[src/rtl/flash_mem_pkg.sv]
// flash_mem_pkg: shared types and constants for the
// flash memory read responder.
package flash_mem_pkg;

  localparam int FLASH_DATA_W  = 32;
  localparam int FLASH_BURST_W = 7;

  typedef enum logic [2:0] {
    IDLE,
    WAIT,
    ACK,
    ISSUE,
    DRAIN
  } state_e;

endpackage

[src/rtl/flash_valid_delay.sv]
// flash_valid_delay: DEPTH-stage valid shift register that
// tracks beats in flight through the ROM read pipeline.
module flash_valid_delay #(
  parameter int DEPTH = 1
) (
  input  logic clk,
  input  logic reset,
  input  logic valid_in,
  output logic valid_out,
  output logic empty
);

  logic [DEPTH-1:0] sr_q;
  logic [DEPTH-1:0] sr_d;

  // shift one stage per cycle, new beat enters stage 0
  always_comb begin
    sr_d    = '0;
    sr_d[0] = valid_in;
    for (int i = 1; i < DEPTH; i++) begin
      sr_d[i] = sr_q[i-1];
    end
  end

  // pipeline register
  always_ff @(posedge clk or posedge reset) begin
    if (reset) begin
      sr_q <= '0;
    end else begin
      sr_q <= sr_d;
    end
  end

  assign valid_out = sr_q[DEPTH-1];
  assign empty     = ~|sr_q;

endmodule

[src/rtl/flash_mem_responder.sv]
// flash_mem_responder: Avalon-MM read-only slave with wait
// states, bursts and byte masking in front of a sync ROM.
module flash_mem_responder
  import flash_mem_pkg::*;
#(
  parameter int ADDR_W      = 23,
  parameter int WAIT_STATES = 2,
  parameter int ROM_LATENCY = 1
) (
  input  logic                     clk,
  input  logic                     reset,
  input  logic [ADDR_W-1:0]        flash_mem_address,
  input  logic                     flash_mem_read,
  input  logic [3:0]               flash_mem_byteenable,
  input  logic [FLASH_BURST_W-1:0] flash_mem_burstcount,
  output logic                     flash_mem_waitrequest,
  output logic [FLASH_DATA_W-1:0]  flash_mem_readdata,
  output logic                     flash_mem_readdatavalid,
  output logic [ADDR_W-1:0]        rom_address,
  input  logic [FLASH_DATA_W-1:0]  rom_q
);

  localparam logic [3:0] WS_LOAD = 4'(WAIT_STATES);

  state_e                    state_q, state_d;
  logic [3:0]                wait_cnt_q, wait_cnt_d;
  logic [FLASH_BURST_W-1:0]  beat_cnt_q, beat_cnt_d;
  logic [3:0]                be_q, be_d;
  logic [ADDR_W-1:0]         rom_addr_q, rom_addr_d;
  logic [FLASH_DATA_W-1:0]   rdata_q, rdata_d;
  logic                      rvalid_q, rvalid_d;
  logic                      push;
  logic                      dly_valid;
  logic                      dly_empty;

  flash_valid_delay #(
    .DEPTH(ROM_LATENCY)
  ) u_valid_delay (
    .clk      (clk),
    .reset    (reset),
    .valid_in (push),
    .valid_out(dly_valid),
    .empty    (dly_empty)
  );

  // command FSM: wait states, acceptance, beat issue, drain
  always_comb begin
    state_d    = state_q;
    wait_cnt_d = wait_cnt_q;
    beat_cnt_d = beat_cnt_q;
    be_d       = be_q;
    rom_addr_d = rom_addr_q;
    push       = 1'b0;
    unique case (state_q)
      IDLE: begin
        if (flash_mem_read) begin
          wait_cnt_d = WS_LOAD;
          // WAIT occupies exactly WAIT_STATES cycles
          if (WS_LOAD == 4'd0) state_d = ACK;
          else                 state_d = WAIT;
        end
      end
      WAIT: begin
        if (!flash_mem_read) begin
          state_d = IDLE;
        end else if (wait_cnt_q <= 4'd1) begin
          state_d = ACK;
        end else begin
          wait_cnt_d = wait_cnt_q - 4'd1;
        end
      end
      ACK: begin
        rom_addr_d = flash_mem_address;
        be_d       = flash_mem_byteenable;
        if (flash_mem_burstcount == '0)
          beat_cnt_d = FLASH_BURST_W'(1);
        else
          beat_cnt_d = flash_mem_burstcount;
        state_d = ISSUE;
      end
      ISSUE: begin
        push = 1'b1;
        if (beat_cnt_q == FLASH_BURST_W'(1)) begin
          state_d = DRAIN;
        end else begin
          beat_cnt_d = beat_cnt_q - FLASH_BURST_W'(1);
          rom_addr_d = rom_addr_q + ADDR_W'(1);
        end
      end
      DRAIN: begin
        if (dly_empty) state_d = IDLE;
      end
      default: state_d = IDLE;
    endcase
  end

  // return path: mask ROM word by captured byte enables
  always_comb begin
    rvalid_d = dly_valid;
    rdata_d  = rdata_q;
    if (dly_valid) begin
      for (int i = 0; i < 4; i++) begin
        rdata_d[8*i +: 8] = be_q[i] ? rom_q[8*i +: 8] : 8'h00;
      end
    end
  end

  // state and datapath registers
  always_ff @(posedge clk or posedge reset) begin
    if (reset) begin
      state_q    <= IDLE;
      wait_cnt_q <= '0;
      beat_cnt_q <= '0;
      be_q       <= '0;
      rom_addr_q <= '0;
      rdata_q    <= '0;
      rvalid_q   <= 1'b0;
    end else begin
      state_q    <= state_d;
      wait_cnt_q <= wait_cnt_d;
      beat_cnt_q <= beat_cnt_d;
      be_q       <= be_d;
      rom_addr_q <= rom_addr_d;
      rdata_q    <= rdata_d;
      rvalid_q   <= rvalid_d;
    end
  end

  assign flash_mem_waitrequest   = (state_q != ACK);
  assign flash_mem_readdata      = rdata_q;
  assign flash_mem_readdatavalid = rvalid_q;
  assign rom_address             = rom_addr_q;

endmodule

[config.mk]
export PLATFORM = sky130hd
export DESIGN_NAME = flash_mem_responder
export DESIGN_NICKNAME = d
export VERILOG_FILES = /design/src/rtl/flash_mem_pkg.sv /design/src/rtl/flash_valid_delay.sv /design/src/rtl/flash_mem_responder.sv
export SDC_FILE = /design/constraint.sdc
export NUM_CORES = 1
export LEC_CHECK = 0
export ABC_AREA = 1
export CORE_MARGIN = 2
export CORE_UTILIZATION = 30
export CTS_BUF_LIST = sky130_fd_sc_hd__clkbuf_4 sky130_fd_sc_hd__clkbuf_8
export DETAILED_ROUTE_END_ITERATION = 10
export HOLD_SLACK_MARGIN = 0.06
export SLEW_MARGIN = 30
export SYNTH_ARGS = -nofsm -noshare
export SYNTH_HDL_FRONTEND = slang
export SYNTH_SLANG_ARGS = --single-unit
[constraint.sdc]
create_clock -name clk -period 3.37 [get_ports clk]
set_input_delay 0.674 -clock clk [delete_from_list [all_inputs] [get_ports clk]]
set_output_delay 0.674 -clock clk [all_outputs]
set_load 0.01 [all_outputs]
==> run metrics <==
final WL=10,810 µm; Hold-fix buffers, CTS=0; DPL Wire Length=7774 µm; Setup WS pre-CTS=1318 ps; 1st-iter DRT viols=255; total power=4.301 mW; Worst Tran Pin Value=556.2 ps; Synth top area share=45.84%; final slew viol count=0; final hold vios=0; ANT cells=0; combinational power share=around 46%; Post-Syn Area per Cell=roughly 7.6 µm²; crit path launch type=flip-flop; Synth Instances=540; DRC=0; Setup Buffers After CTS=0; post-synthesis sequential element count=75; worst endpoint required time=approximately 2700 ps; clock network power share=14.9%; Final Util=42.41%; vias per cell=4.690; Worst EP arrival=1720 ps; YS warnings=0; layout cells sized above 1=approximately 7%; H-tree depth=3; unrepaired setup endpoints after global routing=no; biggest area consumer among synthesized cells=dfrtp_1; total gr overflow=0; Max Root-Sink Buffers=2; TritonCTS buffer count=9; FP Rows=42; status=complete, no violations; Worst Hold Class=reg -> reg; setup TNS=0 ps; Post-DRT Antenna Nets=0; Syn Nets=between 600 and 700; CTS clk-pin slew, worst paths=~80 ps; Final Skew=6.409 ps; Psw=1.783 mW; NumNets Final=728; Seq/Total Area, Yosys=45.84%; Final Hold Slack=433.7 ps; Achievable Freq=0.4183 GHz; Power Internal=2.518 mW; vias=around 4,000; Sink Count=75; Starting Density=between 30% and 40%; first-pass GRT wire length=18,290 µm; Synth Cell Area=between 4000 and 5000 µm²; Setup WS post-layout=979.4 ps; Tot GR Track Use=between 15 and 20%; vias in the first global route=between 3,000 and 4,000; area grow syn2layout=37.74%; Final Wtd Congestion=approximately 0.85; setup violators final=0; IO buf count=125; largest net degree at the start of global routing=65; ranking of synthesized cells by area=dfrtp_1 (46%), nand2_1 (10%), nand3_1 (8.4%); Rel. slew slack=62.92%; cts repair resizes=0; maximum vdd drop=around 0.36 mV; WS Path Type=reg -> out; # Max-Cap Violations=0; Sw Ratio=41.45%; Top Ports=~130; pwr dens=between 700 and 800 nW/µm²; Critical Path End Type=output port; sequential share of power=39.4%; CTS tree=built; Wirelength per Cell=12.94 µm; Root Driver=clkbuf_8; Pleak=2.414 nW; iteration count of the initial detailed-routing pass=4; antenna violations before repair=0; crit share post-route=70.94%; die width=120.8 µm; Tmin final=2391 ps; core area=about 13,000 µm²; worst-path fanout max=7; Synth cell types=35; Die ar.=14,600 µm²; clk_lat worst skew=340 ps; Chip Height=around 120 µm
[layout by cell type (no fill, tap or decap), types with 4 or more instances in the layout]
master             n
a21oi_1           12
a31oi_1            4
clkbuf_8          11
clkdlybuf4s50_1  125
clkinv_2           5
dfrtp_1           74
ha_1               5
inv_1             73
mux2_2             4
nand2_1          110
nand3_1           69
nand4_1            9
nor2_1            59
o21ai_0           54
o21ai_1            7
[per-layer routing]
| metal | routed length [µm] | vias to the layer above | track usage [%] |
|---|---|---|---|
| met5 | 0 | - | 0 |
| met4 | 148 | 0 | 5.814 |
| met3 | 749 | 13 | 3.019 |
| met2 | 4772 | 153 | 24.15 |
| met1 | 5135 | 1784 | 21.31 |
| li1 | - | 1966 | - |
[area by class of cell]
type	instances	area [µm²]
Tap cell	176	220.2
Clock inverter	5	27.53
Inverter	77	290.3
Multi-Input combinational cell	362	1778
Fill cell	1316	7656
Clock buffer	11	151.4
Timing Repair Buffer	129	1294
Sequential cell	75	1878
[stage by stage]
step	instance area (µm²)	std cells
after CTS	5639	835
final	5639	835
after floorplan	4094	540
after global placement	5460	819
after detailed placement	5460	819
after global routing	5639	835
[path summary, 6_finish.rpt]
kind | endpoint | cells past startpoint | slack [ps] | from
min | flash_mem_readdatavalid | 0 | 430 | u_valid_delay.valid_out
max reg2reg | rom_address[12] | 9 | 1330 | state_q[2]
max in group asynchronous | be_q[0] | 3 | 2080 | reset
min reg2reg | flash_mem_readdatavalid | 0 | 430 | u_valid_delay.valid_out
max | flash_mem_waitrequest | 3 | 980 | state_q[2]
min in group asynchronous | flash_mem_readdata[24] | 2 | 670 | reset
[kinds of logic (layout without fill, tap and decap cells)]
kind of cell	Yosys count	in the layout	synth area share (%)
simple gates	260	260	27.63
buf+inv	103	222	10.73
compound gates	90	90	12.53
flops	75	75	45.84
fa+ha+maj	5	5	1.528
mux	4	4	1.100
xor+xnor	3	3	0.6419
[flip-flops by register name, summed over array words and instances, names as in the netlist]
name                     flops
be_q                         4
wait_cnt_q                   4
flash_mem_readdata          32
rom_address                 23
flash_mem_readdatavalid      1
u_valid_delay.valid_out      1
beat_cnt_q                   7
state_q                      3
[cells in the mapped netlist]
library cell and n:
a21oi_1 12, a21oi_2 3, a22oi_1 1, a31oi_1 4, buf_1 2, buf_2 5, buf_4 4, buf_6 4
clkbuf_1 11, clkinv_2 1, dfrtp_1 75, ha_1 5, inv_1 74, inv_2 2, mux2_2 4, nand2_1 110
nand2_2 1, nand2_4 1, nand3_1 69, nand3_2 1, nand3b_1 2, nand4_1 9, nor2_1 59, nor2_2 2
nor2_4 1, nor3_1 2, o211ai_2 3, o21ai_0 54, o21ai_1 7, o21ai_4 1, o21bai_1 3, o22ai_1 2
or2_2 3, xnor2_1 1, xor2_1 2
[power by group through the flow]
stage | Clock [mW] | Sequential [mW] | Combinational, mW
3_3_place_gp | 0 | 1.70 | 1.93
5_1_grt | 0.707 | 1.76 | 2.23
2_1_floorplan | 0 | 1.69 | 1.11
4_1_cts | 0.669 | 1.69 | 1.99
6_report | 0.639 | 1.69 | 1.97
3_5_place_dp | 0 | 1.71 | 1.98
[worst max-delay path, stage by stage (launching register included)]
cell and delay, ps:
dfrtp_1 440, nor2_1 220, nand2_2 190, clkdlybuf4s50_1 520
Note: power is estimated with default switching activity, not from simulation.
==> variant: new RTL, same settings <==
The parameter `ROM_LATENCY` goes from 1 to 2.
--- a/src/rtl/flash_mem_responder.sv
+++ b/src/rtl/flash_mem_responder.sv
@@ -7,3 +7,3 @@
   parameter int WAIT_STATES = 2,
-  parameter int ROM_LATENCY = 1
+  parameter int ROM_LATENCY = 2
 ) (
Function: changed (a bounded check fails within 10 cycles, from zero or initial values and one cycle with reset high).
==> variant against the original RTL <==
Register-to-register slack improved by 0.14 ns; maximum frequency shrank 1.3%; die area fell by 1.3%; non-clock buffer count decreased by 1; cell area is 0.71% higher; count of clock-buffer cells in the layout down 1; synthesized cell count grew 0.56%; setup slack lost 0.032 ns; wire length grew 4.7%; synthesized area down 1.3%; via count rose by 1.5%; sequential cell count rose by 1; highest routed layer unchanged.
Power is not compared: it rests on default switching activity, and its combinational part moved more than twofold at a synthesized area within 25%.
==> variant: results (changes against the original RTL) <==
Parameter                              Value

Outcome
  Status    complete, no violations

Layout
  Post-Layout Cell Count    841 (+0.72%)
  Final nets    734 (+0.82%)
  Share of final-layout standard cells stronger than drive strength 1    6.92% (+0.089 points)

GRT
  Number of global-route vias before repair    3856 (+2.0%)
  Overall global routing resource usage    16.2% (+0.65 points)
  Pin count of the biggest net entering global routing    54 (-17%)
  First-pass GRT wire length    18700 µm (+2.3%)

Logic synthesis
  Count of cell types in the netlist    32 (-8.6%)
  Xor-xnor portion of the synthesized cell area    0.650% (+0.0085 points)
  Synth Net Count    617 (+0.49%)
  List of most frequent post-synthesis cells    sky130_fd_sc_hd__nand2_1 (180), sky130_fd_sc_hd__dfrtp_1 (76), sky130_fd_sc_hd__nand3_1 (69), sky130_fd_sc_hd__nor2_1 (58), sky130_fd_sc_hd__inv_1 (39)
  Share of cell area taken by muxes after synthesis    1.11% (+0.015 points)
  Fraction of the mapped netlist area in compound gates    7.65% (-4.9 points)
  Area share of the largest cell type after synthesis    47.1% (+1.2 points)
  Fraction of the yosys area taken by sequential cells    47.1% (+1.2 points)
  Post-synthesis adder-cell area fraction    1.55% (+0.020 points)
  Cell count after synthesis    543 (+0.56%)
  Dominant cells by area after synthesis    sky130_fd_sc_hd__dfrtp_1 (47%), sky130_fd_sc_hd__nand2_1 (17%), sky130_fd_sc_hd__nand3_1 (8.5%), sky130_fd_sc_hd__nor2_1 (5.4%), sky130_fd_sc_hd__inv_1 (3.6%)

Pwr
  Leakage power    2.74 nW
  Worst vdd rail ir drop    140 µV

Die
  Die footprint    14400 µm² (-1.3%)

Clock tree
  Insertion delay to the later sink of the worst-skew pair    0.35 ns
  Number of cells upsized or downsized after cts    0 (unchanged)

STA
  Maximum clock skew at final layout    0.00921 ns (+0.00280 ns)
  Remaining max-slew budget at the tightest pin    53.8% (-9.1 points)

Critical path
  Critical path peak fanout    7 (unchanged)
  Arrival time of the worst setup path    1.75 ns (+0.03 ns)

Placed design
  Half-perimeter wire length of the detailed placement result    7780 µm (+0.13%)
  Worst setup timing slack at the placement stage    1.21 ns (-0.110 ns)
  Placed cell area    5430 µm² (-0.48%)

Routing
  Routed WL per cell    13.5 µm (+4.0%)
  Vias post-DR    3975 (+1.5%)
[variant: worst paths after layout]
check | slack, ns | end | from
max | 0.95 | flash_mem_waitrequest | state_q[0]$_DFFE_PP0P_
min | 0.38 | u_valid_delay.sr_q[1]$_DFF_PP0_ | u_valid_delay.sr_q[0]$_DFF_PP0_
max reg2reg | 1.47 | rom_address[20]$_DFFE_PP0P_ | beat_cnt_q[1]$_DFFE_PP0P_
min reg2reg | 0.38 | u_valid_delay.sr_q[1]$_DFF_PP0_ | u_valid_delay.sr_q[0]$_DFF_PP0_
max in group asynchronous | 1.98 | wait_cnt_q[2]$_DFFE_PP0P_ | reset
min in group asynchronous | 0.73 | flash_mem_readdata[28]$_DFFE_PP0P_ | reset
[variant: metal layers]
| metal | track usage [%] | share of wire (%) | vias up |
|---|---|---|---|
| met5 | 0 | 0 | - |
| met2 | 25.2 | 45 | 160 |
| li1 | - | - | 1983 |
| met3 | 3.23 | 8.3 | 8 |
| met4 | 5.51 | 0.86 | 0 |
| met1 | 22.3 | 46 | 1824 |
[variant: power by group]
group	switching, mW	total (mW)	internal, mW
Combinational	0.0622	0.177	0.114
Clock	0.353	0.853	0.500
Sequential	0.0178	0.951	0.933
[variant: final cells by class]
class	instances	area [µm²]
inverters	42	163
repair buffers	128	1290
clock inverters	6	113
clock buffers	10	131
well taps	176	220
multi-input cells	403	1860
flip-flops and latches	76	1900
fillers	1311	7510
[variant: kinds of logic after synthesis]
| kind of cell | count (synthesis) |
|---|---|
| adder cells (fa/ha/maj) | 5 |
| multiplexers | 4 |
| buffers and inverters | 64 |
| AO/OA/AOI/OAI | 58 |
| AND/OR/NAND/NOR | 333 |
| flip-flops | 76 |
| XOR/XNOR | 3 |
